### config.mk
export PLATFORM = sky130hd
export DESIGN_NAME = bus_source_arbiter
export DESIGN_NICKNAME = d
export VERILOG_FILES = /design/src/rtl/bus_arb_pkg.sv /design/src/rtl/rr_pick.sv /design/src/rtl/bus_source_arbiter.sv
export SDC_FILE = /design/constraint.sdc
export NUM_CORES = 1
export LEC_CHECK = 0
export CAP_MARGIN = 10
export CORE_MARGIN = 8
export CORE_UTILIZATION = 27
export CTS_CLUSTER_DIAMETER = 150
export CTS_CLUSTER_SIZE = 16
export DETAILED_ROUTE_END_ITERATION = 8
export HOLD_SLACK_MARGIN = 0.05
export PLACE_DENSITY = 0.46
export RECOVER_POWER = 25
export SETUP_SLACK_MARGIN = 0.4
export SKIP_LAST_GASP = 1
export SYNTH_ARGS = -nofsm -noshare
export SYNTH_HDL_FRONTEND = slang
export SYNTH_SLANG_ARGS = --single-unit
export TNS_END_PERCENT = 10
### constraint.sdc
create_clock -name clock -period 4.55 [get_ports clock]
set_input_delay 0.91 -clock clock [delete_from_list [all_inputs] [get_ports clock]]
set_output_delay 0.91 -clock clock [all_outputs]
set_load 0.01 [all_outputs]
### src/rtl/bus_arb_pkg.sv
// Shared definitions for the bus source arbiter: source index map and FSM encoding.
package bus_arb_pkg;

   // Bus source indices; each index is also the bus mux select code.
   localparam int SRC_R0     = 0;
   localparam int SRC_R1     = 1;
   localparam int SRC_R2     = 2;
   localparam int SRC_R3     = 3;
   localparam int SRC_R4     = 4;
   localparam int SRC_R5     = 5;
   localparam int SRC_R6     = 6;
   localparam int SRC_R7     = 7;
   localparam int SRC_R8     = 8;
   localparam int SRC_R9     = 9;
   localparam int SRC_R10    = 10;
   localparam int SRC_R11    = 11;
   localparam int SRC_R12    = 12;
   localparam int SRC_R13    = 13;
   localparam int SRC_R14    = 14;
   localparam int SRC_R15    = 15;
   localparam int SRC_HI     = 16;
   localparam int SRC_LO     = 17;
   localparam int SRC_ZHI    = 18;
   localparam int SRC_ZLO    = 19;
   localparam int SRC_PC     = 20;
   localparam int SRC_MDR    = 21;
   localparam int SRC_INPORT = 22;
   localparam int SRC_CSIGN  = 23;

   // Arbiter FSM: either nobody owns the bus or exactly one source does.
   typedef enum logic {
      ST_IDLE = 1'b0,
      ST_OWN  = 1'b1
   } state_t;

endpackage

### src/rtl/rr_pick.sv
// Combinational rotating priority encoder: returns the first set request at or
// after 'start', wrapping past NUM_SRC-1 back to 0.
module rr_pick #(
   parameter int NUM_SRC = 32,
   parameter int SEL_W   = 5
) (
   input  logic [NUM_SRC-1:0] req,
   input  logic [SEL_W-1:0]   start,
   output logic [SEL_W-1:0]   winner,
   output logic               found
);

   logic [2*NUM_SRC-1:0] dbl;

   // Scan the doubled request vector downward so the lowest index >= start wins;
   // the upper copy supplies the wrapped-around candidates.
   always_comb begin
      dbl    = {req, req};
      winner = {SEL_W{1'b0}};
      found  = 1'b0;
      for (int j = 2*NUM_SRC-1; j >= 0; j--) begin
         winner = ((j >= int'(start)) && dbl[j]) ? SEL_W'(j % NUM_SRC) : winner;
         found  = ((j >= int'(start)) && dbl[j]) ? 1'b1 : found;
      end
   end

endmodule

### src/rtl/bus_source_arbiter.sv
// Round-robin arbiter for the shared datapath bus. Drives the registered mux
// select and a one-hot grant. Optional macro BUS_ARB_CONTENTION_CNT_EN adds a
// saturating count of cycles with two or more simultaneous requesters.
module bus_source_arbiter
   import bus_arb_pkg::*;
#(
   parameter int NUM_SRC  = 32,
   parameter int SEL_W    = 5,
   parameter int MAX_HOLD = 4
) (
   input  logic               clock,
   input  logic               clear,
   input  logic [NUM_SRC-1:0] req,
   output logic [SEL_W-1:0]   bus_sel,
   output logic [NUM_SRC-1:0] grant,
   output logic               bus_valid,
   output logic [2:0]         hold_cnt
`ifdef BUS_ARB_CONTENTION_CNT_EN
   ,
   output logic [15:0]        contention_cnt
`endif
);

   localparam logic [SEL_W-1:0] SEL_ONE  = SEL_W'(1);
   localparam logic [2:0]       HOLD_MAX = 3'(MAX_HOLD);

   state_t               state, state_nxt;
   logic [SEL_W-1:0]     last_owner, last_owner_nxt;
   logic [SEL_W-1:0]     bus_sel_nxt;
   logic [NUM_SRC-1:0]   grant_nxt;
   logic [2:0]           hold_nxt;
   logic [NUM_SRC-1:0]   others;
   logic                 own_req;
   logic [SEL_W-1:0]     pick_start;
   logic [SEL_W-1:0]     pick_winner;
   logic                 pick_found;
   logic                 take_new;

   // Candidates exclude the current owner; rotation starts just past the
   // current owner while owning, or past the last owner while idle.
   always_comb begin
      others     = req & ~grant;
      own_req    = |(req & grant);
      pick_start = (state == ST_OWN) ? (bus_sel + SEL_ONE) : (last_owner + SEL_ONE);
   end

   rr_pick #(
      .NUM_SRC (NUM_SRC),
      .SEL_W   (SEL_W)
   ) u_rr_pick (
      .req    (others),
      .start  (pick_start),
      .winner (pick_winner),
      .found  (pick_found)
   );

   // Next-state decode: grant, handoff, preemption, release and hold counting.
   always_comb begin
      state_nxt      = state;
      last_owner_nxt = last_owner;
      bus_sel_nxt    = bus_sel;
      grant_nxt      = grant;
      hold_nxt       = hold_cnt;
      take_new       = 1'b0;
      case (state)
         ST_IDLE: begin
            if (pick_found) begin
               take_new = 1'b1;
            end else begin
               hold_nxt = 3'd0;
            end
         end
         ST_OWN: begin
            if (!own_req) begin
               last_owner_nxt = bus_sel;
               if (pick_found) begin
                  take_new = 1'b1;
               end else begin
                  state_nxt = ST_IDLE;
                  grant_nxt = {NUM_SRC{1'b0}};
                  hold_nxt  = 3'd0;
               end
            end else if (pick_found && (hold_cnt == HOLD_MAX)) begin
               last_owner_nxt = bus_sel;
               take_new       = 1'b1;
            end else begin
               hold_nxt = (hold_cnt < HOLD_MAX) ? (hold_cnt + 3'd1) : hold_cnt;
            end
         end
         default: begin
            state_nxt = ST_IDLE;
            grant_nxt = {NUM_SRC{1'b0}};
            hold_nxt  = 3'd0;
         end
      endcase
      if (take_new) begin
         state_nxt              = ST_OWN;
         bus_sel_nxt            = pick_winner;
         grant_nxt              = {NUM_SRC{1'b0}};
         grant_nxt[pick_winner] = 1'b1;
         hold_nxt               = 3'd1;
      end else begin
         bus_sel_nxt = bus_sel_nxt;
      end
   end

   // Arbiter state and registered outputs; clear restarts priority at source 0.
   always_ff @(posedge clock or posedge clear) begin
      if (clear) begin
         state      <= ST_IDLE;
         last_owner <= SEL_W'(NUM_SRC - 1);
         bus_sel    <= {SEL_W{1'b0}};
         grant      <= {NUM_SRC{1'b0}};
         bus_valid  <= 1'b0;
         hold_cnt   <= 3'd0;
      end else begin
         state      <= state_nxt;
         last_owner <= last_owner_nxt;
         bus_sel    <= bus_sel_nxt;
         grant      <= grant_nxt;
         bus_valid  <= |grant_nxt;
         hold_cnt   <= hold_nxt;
      end
   end

`ifdef BUS_ARB_CONTENTION_CNT_EN
   logic multi_req;

   // Two or more requesters: clearing the lowest set bit still leaves a bit set.
   always_comb begin
      multi_req = |(req & (req - {{(NUM_SRC-1){1'b0}}, 1'b1}));
   end

   // Saturating count of contended cycles.
   always_ff @(posedge clock or posedge clear) begin
      if (clear) begin
         contention_cnt <= 16'h0000;
      end else if (multi_req && (contention_cnt != 16'hFFFF)) begin
         contention_cnt <= contention_cnt + 16'h0001;
      end else begin
         contention_cnt <= contention_cnt;
      end
   end
`endif

endmodule
# == Word-level counts from Yosys, hierarchy flattened ==
# Cells that the tools add are included.
# classes
n_addsub,3
muxes,148
reduce_logical,37
n_mul,0
eq_ne,4
bitwise_logic,4
order_cmp,34
div,0
shift,0
# ops
op,n
5-bit two-way mux,66
32-bit two-way mux,4
5-bit >= comparator (first input constant),15
1-bit two-way mux,70
32-bit bitwise AND,2
32-bit OR reduction,2
4-bit by 5-bit >= comparator with 1-bit output (first input constant),8
1-bit logical AND,33
32-bit inverter,1
3-bit by 5-bit >= comparator with 1-bit output (first input constant),4
3-bit two-way mux,5
5-bit by 1-bit adder with 5-bit output (second input constant),2
1-bit by 5-bit >= comparator with 1-bit output (first input constant),2
2-bit by 5-bit >= comparator with 1-bit output (first input constant),2
5-bit by 6-bit less-than comparator with 1-bit output (second input constant),1
3-bit one-hot mux with 2 select lines,1
1-bit demux with 5-bit select,1
5-bit by 1-bit >= comparator with 1-bit output (second input constant),1
4-bit by 2-bit != test with 1-bit output (second input constant),1
4-bit != test (second input constant),1
2-bit AND reduction,2
3-bit by 1-bit adder with 3-bit output (second input constant),1
3-bit == test (second input constant),1
3-bit less-than comparator (second input constant),1
3 further kinds,3
# word_totals
out_inout_bits,41
romBits,0
mem_count,0
latchBits,0
reg_bits,47
input_bits,34
ram_bits,0
wordCells,236

# == Logic depth before layout (Yosys ltp) ==
# depth
ltp_word,71
mapped_depth,18
mapped_depth_nobuf,13

# == Cells and area by module ==
# Synthesis repeated with hierarchy kept, for this count alone.
# unflattened
cells_unflattened,582
area_unflattened_um2,4643.2
# by_module_without_submodules
mod,area_per_inst_um2,seq_area_each_um2,cells_per_inst,n_inst
bus_source_arbiter,3180.6,1182.4,330,1
rr_pick,1462.7,0.0,252,1

# == Least setup slack after synthesis ==
# OpenSTA, ideal clock, no wires.
# synth_path
path_kind,register to register
from,register state
to,register grant[0]
path_slack_ns,1.195
path_stages_with_launch,17
path_buffers,3
period_less_slack_ns,3.355
t_arrival_ns,3.234
t_required_ns,4.429
setup_ns,0.121
path_cell_list,dfrtp_1 > buf_6 > buf_8 > buf_8 > mux2i_1 > ha_1 > or2_2 > nor2_4 > a211oi_1 > o21ai_1 > and2_1 > o21ai_2 > a2111oi_4 > o211ai_4 > o21ai_4 > nand2b_4 > o21ai_1
# synth_between
elab_chain_len,39
elab_cells_between_ends,140
classes_between,order compare (33); mux (73); bitwise (1); reduce/logical (33)
# synth_lines
element,line,rtl
start: declaration,bus_source_arbiter.sv:27,"state_t state, state_nxt;"
start signal: assignment,bus_source_arbiter.sv:117,state <= state_nxt;
5-bit two-way mux,bus_source_arbiter.sv:44,pick_start = (state == ST_OWN) ? (bus_sel + SEL_ONE) : (last_owner + SEL_ONE);
5-bit >= comparator,"rr_pick.sv:22, rr_pick.sv:23",
1-bit logical AND,"rr_pick.sv:22, rr_pick.sv:23",
5-bit two-way mux / 1-bit two-way mux (equally long branches) (31 in a row),"rr_pick.sv:22, rr_pick.sv:23",
"5-bit by 6-bit less-than comparator with 1-bit output (implied by the code), or another cell as far along",bus_source_arbiter.sv:100,grant_nxt[pick_winner] = 1'b1;
1-bit logical AND (implied by the code) / 1-bit two-way mux (equally long branches),"bus_source_arbiter.sv:100, bus_source_arbiter.sv:83",
1-bit two-way mux (on tied branches),"bus_source_arbiter.sv:100, bus_source_arbiter.sv:74",
1-bit demux with 5-bit select / 1-bit one-hot mux with 2 select lines (equally long branches),"bus_source_arbiter.sv:100, bus_source_arbiter.sv:65",
32-bit two-way mux (*),bus_source_arbiter.sv:96,if (take_new) begin
via grant_nxt[0],bus_source_arbiter.sv:30,logic [NUM_SRC-1:0] grant_nxt;
end signal: assignment,bus_source_arbiter.sv:113,grant <= {NUM_SRC{1'b0}};
end signal: assignment,bus_source_arbiter.sv:120,grant <= grant_nxt;
end: declaration,bus_source_arbiter.sv:15,"output logic [NUM_SRC-1:0] grant,"
# Mark *: on every way through the listed nets, which the timed path passes. The rest lies on a longest branch.
# A chain may end at the register's enable or synchronous reset.

# == Worst setup path after layout ==
# layout_path
from,input req[1]
to,register grant[10]
# layout_between
elab_chain_len,40
elab_cells_between_ends,86
classes_between,order compare (2); mux (78); bitwise (2); reduce/logical (4)
# layout_lines
element,line,rtl
start: declaration,bus_source_arbiter.sv:13,"input logic [NUM_SRC-1:0] req,"
32-bit bitwise AND,bus_source_arbiter.sv:42,others = req & ~grant;
5-bit two-way mux / 1-bit two-way mux (equally long branches) (34 in a row),"rr_pick.sv:22, rr_pick.sv:23",
"5-bit by 6-bit less-than comparator with 1-bit output (implied by the code), or another cell as far along",bus_source_arbiter.sv:100,
1-bit logical AND (implied by the code) / 1-bit two-way mux (equally long branches),"bus_source_arbiter.sv:100, bus_source_arbiter.sv:83",
1-bit two-way mux (on tied branches),"bus_source_arbiter.sv:100, bus_source_arbiter.sv:74",
1-bit demux with 5-bit select / 1-bit one-hot mux with 2 select lines (equally long branches),"bus_source_arbiter.sv:100, bus_source_arbiter.sv:65",
32-bit two-way mux (*),bus_source_arbiter.sv:96,
via grant_nxt[10],bus_source_arbiter.sv:30,
# Marks and branches as above.

==> qor.csv <==
metric;value;unit
total clock sinks;47;
power density over the cells;713;nW/um^2
Synth Instances;537;
min cycle time layout;3960;ps
post-route cell area;5720;um^2
final worst-path cycle share;87.0;%
Die Width;145;um
DRC violations left;0;
XOR/XNOR Fraction of Synth Area;1.36;%
setup_tns;0;ps
H-tree depth reported by CTS;2;
I/O pins;75;
register bit total from synthesis;47;
worst endpoint data arrival time;4140;ps
internal cell power;1.86;mW
area added between synthesis and finish;27.3;%
CTS buffer count;5;
simple-gate share of the synthesized area;31.7;%
detailed-route vias per instance;5.83;
clock slew at reported path FFs;70;ps
Layout Skew;5.13;ps
number of synthesized flops with an enable pin;0;
Antenna Diode Count;0;
HPWL Detailed;16.4;mm
Flop pwr share;17.6;%
first-pass GRT wire length;30.4;mm
CTS tree;yes;
share of post-route cells with drive strength above 1;14.4;%
worst min-delay path category;reg2reg;
run status;finished, violations left;
Switching Power;2.22;mW
die footprint;21000;um^2
largest family of logic cells by synthesized area;compound AO/OA/AOI/OAI gates;
effective utilization at floorplan;27.4;%
per-cell routed wire length;23.6;um
final layout net count;665;
count of non-filler cells in the finished layout;847;
aggregate global-route resource usage;18.4;%
Post-Syn Area per Cell;8.37;um^2
post-CTS setup buffer count;0;
combinational fraction of design power;73.4;%
count of endpoints failing setup in the final report;0;
Port Buffer Count;74;
maximum root-to-sink buffer count;2;
worst hold-check slack;548;ps
worst setup timing slack at the placement stage;296;ps
Power Total;4.08;mW
post-synthesis compound-gate area fraction;31.8;%
worst setup margin;591;ps
leading register cell type out of synthesis;sky130_fd_sc_hd__dfrtp_1;
number of max-slew violations in the final report;48;
dpl cell area;5550;um^2
violations in the final reports;capacitance limit, slew limit;
top fanout value on the critical path;6;
Post-Synthesis Net Count;576;
maximum single-stage delay on the critical path;610;ps
clk_lat worst skew;290;ps
Synthesis Warnings;0;
final global-route overflow total;0;
required time at the endpoint of the critical path;4730;ps
total met3 wirelength after detailed routing;1.27;mm
hold-fix buffers at CTS;0;
crit path capture type;flop;
Startpoint Class;input pin;
number of placement rows;47;
fraction of synthesis flops using an asynchronous set or reset pin;100;%
switching part of the total;54.4;%
post-synthesis cell type count;100;
routed wire length;20.0;mm
crit path max-delay cell type;sky130_fd_sc_hd__or4_1;
worst supply voltage drop on vdd;0.341;mV
remaining antenna violation count;0;
initial antenna violation count;0;
number of instances resized during post-cts repair;0;
vias in the first global route;4937;
fraction of synthesized area in multiplexers;4.09;%
top sig layer;met4;
Synth Cell Area;4490;um^2
synthesized-area fraction occupied by adder cells;1.39;%
met2 routed WL;9.51;mm
leakage power of the design;2.16;nW
achievable clock frequency;0.253;GHz
Iter 0 DRT Violations;476;
unrepaired setup endpoints after global routing;yes;
standard cell core area;16400;um^2
Slew @ Worst Pin;1810;ps
fraction of the yosys area taken by sequential cells;26.3;%
clock power share;9.0;%
Metal-1 WL;8.46;mm
tightest slew margin relative to the limit;-20.8;%
cell count after placement;835;
list of cells traversed by the critical path;clkdlybuf4s50_1, nor2b_1, or4_1, nor4_2, nand2_1, nor3_2, a21oi_2, nand2b_1, or2_4, nor2b_2, and2_1, a22o_1;
start-to-end type of the worst setup path;in2reg;
CTS root buffer;sky130_fd_sc_hd__clkbuf_16;
GP Congestion;0.962;
total number of vias;4941;
max-cap viol count;1;
end-of-flow core utilization;34.9;%
drt first pass iters;7;
Die Height;145;um
final hold vios;0;
pin count of the biggest net entering global routing;48;
-- metal layers --
| metal | vias up | track usage (%) |
|---|---|---|
| li1 | 2243 | - |
| met1 | 2415 | 22.7 |
| met2 | 233 | 31.4 |
| met3 | 50 | 3.17 |
| met4 | 0 | 7.31 |
| met5 | - | 0 |
-- state kept, by name (all words and copies together), names as in the netlist --
register	cells
hold_cnt	3
last_owner	5
bus_valid	1
state	1
bus_sel	5
grant	32
-- worst max-delay path: cells and delay by family --
family / cells / cell delay [ps]
buffers and inverters: 1 / 440
AOI/OAI and AO/OA: 2 / 320
and+or+nand+nor: 9 / 2470
-- Yosys cell counts, types with 3 or more instances --
cell type	count	area share, %
sky130_fd_sc_hd__and2_1	7	0.97
sky130_fd_sc_hd__o2111ai_1	3	0.58
sky130_fd_sc_hd__o22ai_1	4	0.56
sky130_fd_sc_hd__dfstp_2	5	2.9
sky130_fd_sc_hd__o21ai_0	29	3.2
sky130_fd_sc_hd__nand3_1	17	1.9
sky130_fd_sc_hd__ha_1	5	1.4
sky130_fd_sc_hd__a21o_1	3	0.50
sky130_fd_sc_hd__a21oi_2	3	0.58
sky130_fd_sc_hd__nand3b_1	3	0.50
sky130_fd_sc_hd__a31oi_1	8	1.1
sky130_fd_sc_hd__nor2_1	31	2.6
sky130_fd_sc_hd__nand2b_1	25	3.5
sky130_fd_sc_hd__a22o_1	22	4.3
sky130_fd_sc_hd__nor4_1	13	1.8
sky130_fd_sc_hd__or4_1	3	0.50
sky130_fd_sc_hd__o211ai_1	5	0.84
sky130_fd_sc_hd__and3_1	3	0.42
sky130_fd_sc_hd__nand2_1	60	5.0
sky130_fd_sc_hd__o21ai_1	19	2.1
sky130_fd_sc_hd__nor2b_1	30	4.2
sky130_fd_sc_hd__a211oi_1	8	1.3
sky130_fd_sc_hd__nand4_1	14	1.9
sky130_fd_sc_hd__mux2_2	8	2.0
sky130_fd_sc_hd__buf_2	7	0.78
sky130_fd_sc_hd__a22oi_1	16	2.7
sky130_fd_sc_hd__nor3_2	6	1.3
sky130_fd_sc_hd__dfrtp_1	42	23
sky130_fd_sc_hd__nor3_1	11	1.2
sky130_fd_sc_hd__a21oi_1	22	2.4
sky130_fd_sc_hd__inv_1	12	1.0
-- cells by family (layout without fill, tap and decap cells) --
group / after synthesis / count (layout)
buf+inv: 27 / 117
simple gates: 250 / 250
xor+xnor: 4 / 4
flops: 47 / 47
mux: 14 / 14
fa+ha+maj: 5 / 5
compound gates: 190 / 190
-- power groups by stage --
| stage | Clock [mW] | Sequential [mW] | Combinational [mW] |
|---|---|---|---|
| after global placement | 0 | 0.716 | 2.96 |
| after global routing | 0.396 | 0.732 | 3.22 |
| final | 0.367 | 0.716 | 2.99 |
| after detailed placement | 0 | 0.721 | 2.90 |
| after CTS | 0.377 | 0.714 | 2.92 |
| after floorplan | 0 | 0.682 | 1.93 |
-- final cells by class --
type / instances / area [um^2]
multi-input combinational: 463 / 3160
timing repair buffer: 96 / 906
inverter: 13 / 48.8
fill: 1694 / 10700
clock buffer: 6 / 129
sequential: 47 / 1180
tap: 220 / 275
clock inverter: 2 / 16.3
-- cells in the final DEF, fill, tap and decap left out, drive strengths merged, types with 4 or more instances in the layout --
| cell | instances |
|---|---|
| inv | 14 |
| mux2 | 9 |
| clkbuf | 6 |
| a21oi | 27 |
| xnor2 | 4 |
| a22o | 22 |
| nor2b | 31 |
| buf | 22 |
| ha | 5 |
| dfrtp | 42 |
| o211ai | 6 |
| nor2 | 34 |
| dfstp | 5 |
| o21ai | 52 |
| clkdlybuf4s50 | 73 |
| o22ai | 5 |
| nor4 | 14 |
| nand4 | 14 |
| a31oi | 8 |
| nand2 | 62 |
| a22oi | 16 |
| a211oi | 9 |
| nand2b | 27 |
| nand3 | 17 |
| nor3 | 19 |
| and2 | 8 |
| mux2i | 5 |
-- final timing paths --
kind / depth (start not counted) / from / slack, ps / endpoint
worst max-delay path: 12 / req[1] / 590 / grant[10]
worst min-delay path: 2 / last_owner[4] / 550 / last_owner[4]
worst max register to register: 12 / state / 600 / grant[31]
worst min register to register: 2 / last_owner[4] / 550 / last_owner[4]
max in group asynchronous: 2 / clear / 1850 / grant[4]
min in group asynchronous: 2 / clear / 1640 / hold_cnt[1]
(Power assumes the default switching activity.)
